**config.mk**
```make
export PLATFORM = sky130hd
export DESIGN_NAME = ifu_fill_ctrl
export DESIGN_NICKNAME = d
export VERILOG_FILES = /design/src/rtl/ifu_fill_ctrl.sv
export SDC_FILE = /design/constraint.sdc
export NUM_CORES = 1
export LEC_CHECK = 0
export CAP_MARGIN = 20
export CORE_AREA = 2 2 183 257
export CTS_CLUSTER_SIZE = 8
export DETAILED_ROUTE_END_ITERATION = 12
export DIE_AREA = 0 0 185 259
export HOLD_SLACK_MARGIN = 0.12
export PLACE_DENSITY_LB_ADDON = 0.1
export REMOVE_ABC_BUFFERS = 1
export SETUP_SLACK_MARGIN = 0.5
export SLEW_MARGIN = 20
export SYNTH_ARGS = -nofsm -noshare
export SYNTH_HDL_FRONTEND = slang
export SYNTH_SLANG_ARGS = --single-unit
export TNS_END_PERCENT = 50
```
**constraint.sdc**
```tcl
create_clock -name clk -period 5.35 [get_ports clk]
set_input_delay 1.3375 -clock clk [delete_from_list [all_inputs] [get_ports clk]]
set_output_delay 1.3375 -clock clk [all_outputs]
set_load 0.005 [all_outputs]
```
**src/rtl/ifu_fill_ctrl.sv**
```systemverilog
// rtl/ifu_fill_ctrl.sv - I-cache line-fill controller
// Fetches a 128-bit line as four sequential 32-bit reads; absorbs repeated misses from a stalled PC.

package ifu_pkg;
  localparam int CL_WIDTH = 128;

  typedef struct packed {
    logic        fill_requested_address_valid;
    logic [31:0] fill_requested_address;
  } t_cache2i_mem_req;

  typedef struct packed {
    logic                fill_valid;
    logic [27:0]         fill_address;
    logic [CL_WIDTH-1:0] fill_data;
  } t_i_mem2cache_rsp;
endpackage

module ifu_fill_ctrl
  import ifu_pkg::*;
#(
  parameter int CL_WIDTH       = ifu_pkg::CL_WIDTH,
  parameter int HOLDOFF_CYCLES = 2
) (
  input  logic             clk,
  input  logic             rst,
  input  t_cache2i_mem_req cache2i_mem_req,
  output t_i_mem2cache_rsp i_mem2cache_rsp,
  output logic             mem_rd_req,
  output logic [31:0]      mem_rd_addr,
  input  logic             mem_rd_ready,
  input  logic             mem_rd_rsp_valid,
  input  logic [31:0]      mem_rd_rsp_data,
  output logic             fill_busy
);

  localparam int HO_W = (HOLDOFF_CYCLES > 0) ? $clog2(HOLDOFF_CYCLES + 1) : 1;

  typedef enum logic [1:0] {IDLE, REQ, WAIT, RSP} state_e;

  state_e              state_q;
  logic [27:0]         line_q;
  logic [1:0]          wcnt_q;
  logic [HO_W-1:0]     holdoff_q;
  logic [CL_WIDTH-1:0] buf_q;
  logic [CL_WIDTH-1:0] buf_d;
  logic                fill_valid_q;
  logic [27:0]         fill_addr_q;
  logic [CL_WIDTH-1:0] fill_data_q;
  logic                mem_rd_req_q;
  logic [31:0]         mem_rd_addr_q;

  logic [27:0] req_line;
  logic [3:0]  unused_offset;
  logic [1:0]  wcnt_inc;
  logic        req_drop;
  logic        req_take;

  assign req_line      = cache2i_mem_req.fill_requested_address[31:4];
  assign unused_offset = cache2i_mem_req.fill_requested_address[3:0];
  assign wcnt_inc      = wcnt_q + 2'd1;

  // Repeats of the line just delivered are swallowed while the cache catches up.
  assign req_drop = (holdoff_q != '0) && (req_line == line_q);
  assign req_take = cache2i_mem_req.fill_requested_address_valid && !req_drop;

  always_comb begin
    buf_d = buf_q;
    buf_d[{wcnt_q, 5'd0} +: 32] = mem_rd_rsp_data;
  end

  always_ff @(posedge clk) begin
    if (rst) begin
      state_q       <= IDLE;
      line_q        <= '0;
      wcnt_q        <= '0;
      holdoff_q     <= '0;
      buf_q         <= '0;
      fill_valid_q  <= 1'b0;
      fill_addr_q   <= '0;
      fill_data_q   <= '0;
      mem_rd_req_q  <= 1'b0;
      mem_rd_addr_q <= '0;
    end else begin
      if (holdoff_q != '0) holdoff_q <= holdoff_q - 1'b1;
      fill_valid_q <= 1'b0;

      unique case (state_q)
        IDLE: begin
          if (req_take) begin
            line_q        <= req_line;
            wcnt_q        <= 2'd0;
            holdoff_q     <= '0;
            mem_rd_req_q  <= 1'b1;
            mem_rd_addr_q <= {req_line, 2'd0, 2'b00};
            state_q       <= REQ;
          end
        end
        REQ: begin
          if (mem_rd_ready) begin
            mem_rd_req_q <= 1'b0;
            state_q      <= WAIT;
          end
        end
        WAIT: begin
          if (mem_rd_rsp_valid) begin
            buf_q <= buf_d;
            if (wcnt_q == 2'd3) begin
              // Output copy only changes on delivery so consumers see stable data between pulses.
              fill_valid_q <= 1'b1;
              fill_addr_q  <= line_q;
              fill_data_q  <= buf_d;
              state_q      <= RSP;
            end else begin
              wcnt_q        <= wcnt_inc;
              mem_rd_req_q  <= 1'b1;
              mem_rd_addr_q <= {line_q, wcnt_inc, 2'b00};
              state_q       <= REQ;
            end
          end
        end
        RSP: begin
          holdoff_q <= HO_W'(HOLDOFF_CYCLES);
          state_q   <= IDLE;
        end
        default: state_q <= IDLE;
      endcase
    end
  end

  assign i_mem2cache_rsp = {fill_valid_q, fill_addr_q, fill_data_q};
  assign mem_rd_req      = mem_rd_req_q;
  assign mem_rd_addr     = mem_rd_addr_q;
  assign fill_busy       = (state_q != IDLE);

endmodule

```
[Word-level counts from Yosys, hierarchy flattened]
Index checks and enable logic that the tools add are counted.
Storage, ports and cells
  flip-flop bits (word level): 352
  input port bits: 69
  output and inout port bits: 191
  word-level logic and storage cells: 64
Cells by class
  add/subtract/negate cells: 3
  equal/unequal tests: 9
  shift operators: 2
  multiplexer cells: 23
  bitwise logic cells: 2
  reduce and logical (&&, ||, !) cells: 15
Operators with widths (count)
  $bwmux W128: 1
  $shift A32 B9 Y128 const A: 1
  $shiftx A32 B9 Y128: 1
  $mux W32: 3
  $pmux W32 S2: 1
  $eq A28 B28 Y1: 1
  $mux W2: 9
  $neg A7 Y9: 1
  $ne A2 B2 Y1 const B: 4
  $pmux W2 S2: 2
  $pmux W2 S4: 1
  $eq A2 B2 Y1 const B: 3
  $reduce_and A3 Y1: 2
  $reduce_bool A2 Y1: 3
  $mux W1: 5
  $reduce_and A5 Y1: 1
  $reduce_and A2 Y1: 2
  $reduce_and A4 Y1: 1
  $pmux W1 S3: 1
  $reduce_bool A3 Y1: 1
  $reduce_or A3 Y1: 1
  $add A2 B1 Y2 const B: 1
  $eq A2 B1 Y1 const B: 1
  $logic_and A1 B1 Y1: 2
  other kinds (4): 5

[Longest topological paths before layout]
  depth after elaboration: 6
  mapped depth: 11
  gate-level depth less buffers: 8

[Worst setup path after synthesis]
Ideal clock, no wire load.
  kind: in2reg
  start: input port cache2i_mem_req[6] (netlist name)
  end: register mem_rd_addr_q[19], in the netlist mem_rd_addr[19]
  library setup time: 146 ps
  arrival: 2575 ps
  data required time: 5204 ps
  path slack: 2629 ps
  stages: 8
  buffers on the path: 2
  path through: xnor2_1 -> nand4_1 -> nor4_2 -> a311oi_2 -> buf_2 -> buf_4 -> nor2_1 -> a211oi_2
On the way
  word-level cells in the longest chain between the ends: 6
Ends and longest elaborated chain
  start: declaration: line 27  | input t_cache2i_mem_req cache2i_mem_req,
  $eq A28 B28 Y1: line 64  | assign req_drop = (holdoff_q != '0) && (req_line == line_q);
  $logic_and A1 B1 Y1: line 64
  $logic_not A1 Y1: line 65  | assign req_take = cache2i_mem_req.fill_requested_address_valid && !req_drop;
  $logic_and A1 B1 Y1: line 65
  $ne A2 B2 Y1 (no source line)
  $reduce_and A4 Y1 (no source line)
  end signal: assignment: line 95  | mem_rd_addr_q <= {req_line, 2'd0, 2'b00};
  end signal: assignment: line 117  | mem_rd_addr_q <= {line_q, wcnt_inc, 2'b00};
  end: declaration: line 51  | logic [31:0] mem_rd_addr_q;
Every way passes these cells.
A chain may end at the register's enable or synchronous reset.

[Final worst setup path]
  start: register state_q[0]
  end: output port fill_busy
On the way
  word-level cells in the longest chain between the ends: 1
Ends and longest elaborated chain
  start: declaration: line 41  | state_e state_q;
  start signal: assignment: line 74  | state_q <= IDLE;
  start signal: assignment: line 96  | state_q <= REQ;
  start signal: assignment: line 102  | state_q <= WAIT;
  $reduce_bool A2 Y1: line 134  | assign fill_busy = (state_q != IDLE);
  end: declaration: line 34  | output logic fill_busy
Every way passes these cells.

==> impl_metrics.ini <==
[cells_and_area]
layout_commonest_cell = dfxtp_1
final_cells = 2260
final_cell_mix = dfxtp_1, nor2_1, clkdlybuf4s50_1, a211oi_1
nets = 1720
seq_area_um2 = 6970
multiInputGateArea_um2 = 6010
area.growth.synth_to_final_pct = 31.8
drive_gt1_share_pct = 6.82
nFillCells = 4619

[placed_design]
pre_cts_ws_ps = 1440
dp.cells = 2207
place.gp.congestion = 0.712
portBuffers = 253
dp_hpwl_mm = 24.7

[synth]
ys_ff_latch = 348
synth_warnings = 0
muxShareOfSynthArea_pct = 4.15
synth_adder_area_share_pct = 0.926
synth_compound_area_share_pct = 21.6
ys_seq_area_share_pct = 51.6
synth_xor_area_share_pct = 1.75
syn_area_um2 = 13500
synth_top_family_by_area = compound AO/OA/AOI/OAI gates
synth_edf_count = 0
yosysUniqueCellTypes = 42
synthSimpleGateAreaFrac_pct = 15.4
synthArstFlopShare_pct = 0
synth-main-ff-cell = dfxtp_1
synth_cells = 1460
syn_avg_cell_area_um2 = 9.26

[setup_path]
worstPathArrival_ps = 2000
cp-end-kind = output pin
slowest_stage = clkdlybuf4s50_1
crit_path_frequent_cell = inv_1
startpoint_type = register
cp.required_ps = 4010
crit_chain = inv_1 > ha_1 > inv_1 > clkdlybuf4s50_1
cp_max_fo = 5
ff2ff_setup_slack_ps = 2070
crit_type = reg2out
worst_path_largest_cell_delay_ps = 550
crit_family = buffers and inverters
crit_buf_inv = 3

[pwr]
leakagePower_uw = 0.00576
p_per_area_nw_per_um2 = 411
vdd_ir_drop_max_v = 0.000306

[routing]
wirelength_mm = 43.5
drc = 0
drtIter0Drc = 553
drtPass1Iterations = 4
viasPerCell = 5.12
drtAntennaViolNets = 0
wl_per_cell_um = 19.2
vias = 11600

[timing]
slew_viol_final = 0
fin_ws_ps = 2020
fin_crit_ps = 3330
fin_skew_ps = 13.5
hold_violations = 0
setup_tns_ps = 0
fin_crit_sh_pct = 62.3
slew_headroom_pct = 33.4
worst_pin_slew_ps = 997
rsz0062_at_grt = no
hold_slack_ps = 452
finalSetupViolations = 0
fmax_mhz = 300

[global_route]
grt_pass1_wl_mm = 67.7
track_usage_pct = 18.1
grt_start_max_net_pins = 118
grt_pass1_vias = 11500
grt_overflow = 0
antenna_found_initial = 3

[run_status]
status = complete, no violations

[clock_network]
cts_tree = built
clk-insertion-delay-late_ps = 550
cts_buffer_depth = 3
root_buffer = clkbuf_16
cts_hold_buf = 0
clk_pin_slew_ps = 50
cts_made_buffers = 49
cts-htree-levels = 2
cts_resized = 0
clkSinkCount = 348
cts_setup_buffers = 0

[flow_run]
cap_violations = 0

[die]
die_h_um = 259
io_pins = 260
core_area_um2 = 45600
rows = 93
die_area_um2 = 47900
die_w_um = 185
start_util_pct = 29.6

[hold_path]
hold_path.class = reg2reg
==> stage by stage <==
step	power (uW)	utilization, %	cell area [um^2]
final	7320	39.1	17800
after global routing	7740	39.1	17800
after CTS	7460	39.0	17800
after detailed placement	4660	36.3	16500
after global placement	4630	36.3	16500
after floorplan	4050	-	12900
==> power by group <==
group	switching, uW	internal [uW]	leakage (uW)
combinational	841	682	0.00232
sequential	178	2890	0.00282
clock	1080	1650	0.000627
==> path summary, 6_finish.rpt <==
path | startpoint | endpoint | depth (start not counted)
max | state_q[0] | fill_busy | 4
max reg2reg | wcnt_q[0] | fill_data_q[75] | 7
min | fill_addr_q[1] | fill_addr_q[1] | 2
min reg2reg | fill_addr_q[1] | fill_addr_q[1] | 2
==> cells by family after synthesis <==
kind of cell,Yosys count
buffers and inverters,154
multiplexers,56
adder cells (fa/ha/maj),10
flip-flops,348
AND/OR/NAND/NOR,495
XOR/XNOR,27
other,1
AO/OA/AOI/OAI,369
==> Yosys cell counts, drive strengths merged, types with 2 or more instances <==
| cell | n | share of area, % |
|---|---|---|
| a311oi | 2 | 0.18 |
| inv | 11 | 0.31 |
| nor2 | 317 | 8.8 |
| nor4 | 4 | 0.32 |
| a21oi | 31 | 1.1 |
| dfxtp | 348 | 52 |
| xnor2 | 24 | 1.6 |
| a211oi | 195 | 12 |
| nand2 | 62 | 1.7 |
| mux2i | 56 | 4.1 |
| o31ai | 2 | 0.11 |
| nand3 | 2 | 0.074 |
| a31oi | 3 | 0.14 |
| a22oi | 37 | 2.1 |
| nor4b | 3 | 0.33 |
| xor2 | 3 | 0.19 |
| buf | 18 | 0.84 |
| nor3 | 92 | 3.4 |
| nand4 | 6 | 0.28 |
| a221oi | 91 | 5.9 |
| clkbuf | 125 | 3.5 |
| ha | 10 | 0.93 |
| nand2b | 5 | 0.23 |
==> final cells by class <==
type                       count  area share (%)
clock buffer                  49            6.88
inverter                      11           0.232
multi-input combinational    959            33.8
clock inverter                 3           0.267
sequential                   348            39.1
tap                          617            4.33
antenna                        1          0.0140
timing repair buffer         272            15.4
==> sequential cells by signal, summed over array words and instances (netlist names) <==
register,cells
buf_q,128
fill_data_q,128
mem_rd_addr,29
fill_addr_q,28
line_q,28
holdoff_q,2
state_q,2
fill_valid_q,1
mem_rd_req,1
wcnt_q,1
==> worst register-to-register path: stages (launching register included) <==
cell and delay (ps):
dfxtp_1 440, inv_1 300, ha_1 210, inv_2 360, nor4b_4 920, buf_4 510, a221oi_1 180, a211oi_1 270
==> layer usage <==
layer | up-vias | global-route usage, % | wire (um)
met5 | - | 0 | 22
met4 | 4 | 4.87 | 854
met3 | 58 | 4.76 | 2810
met2 | 303 | 31.2 | 21400
met1 | 5552 | 22.1 | 18400
li1 | 5651 | - | -
Power figures use the tool's default switching activity.
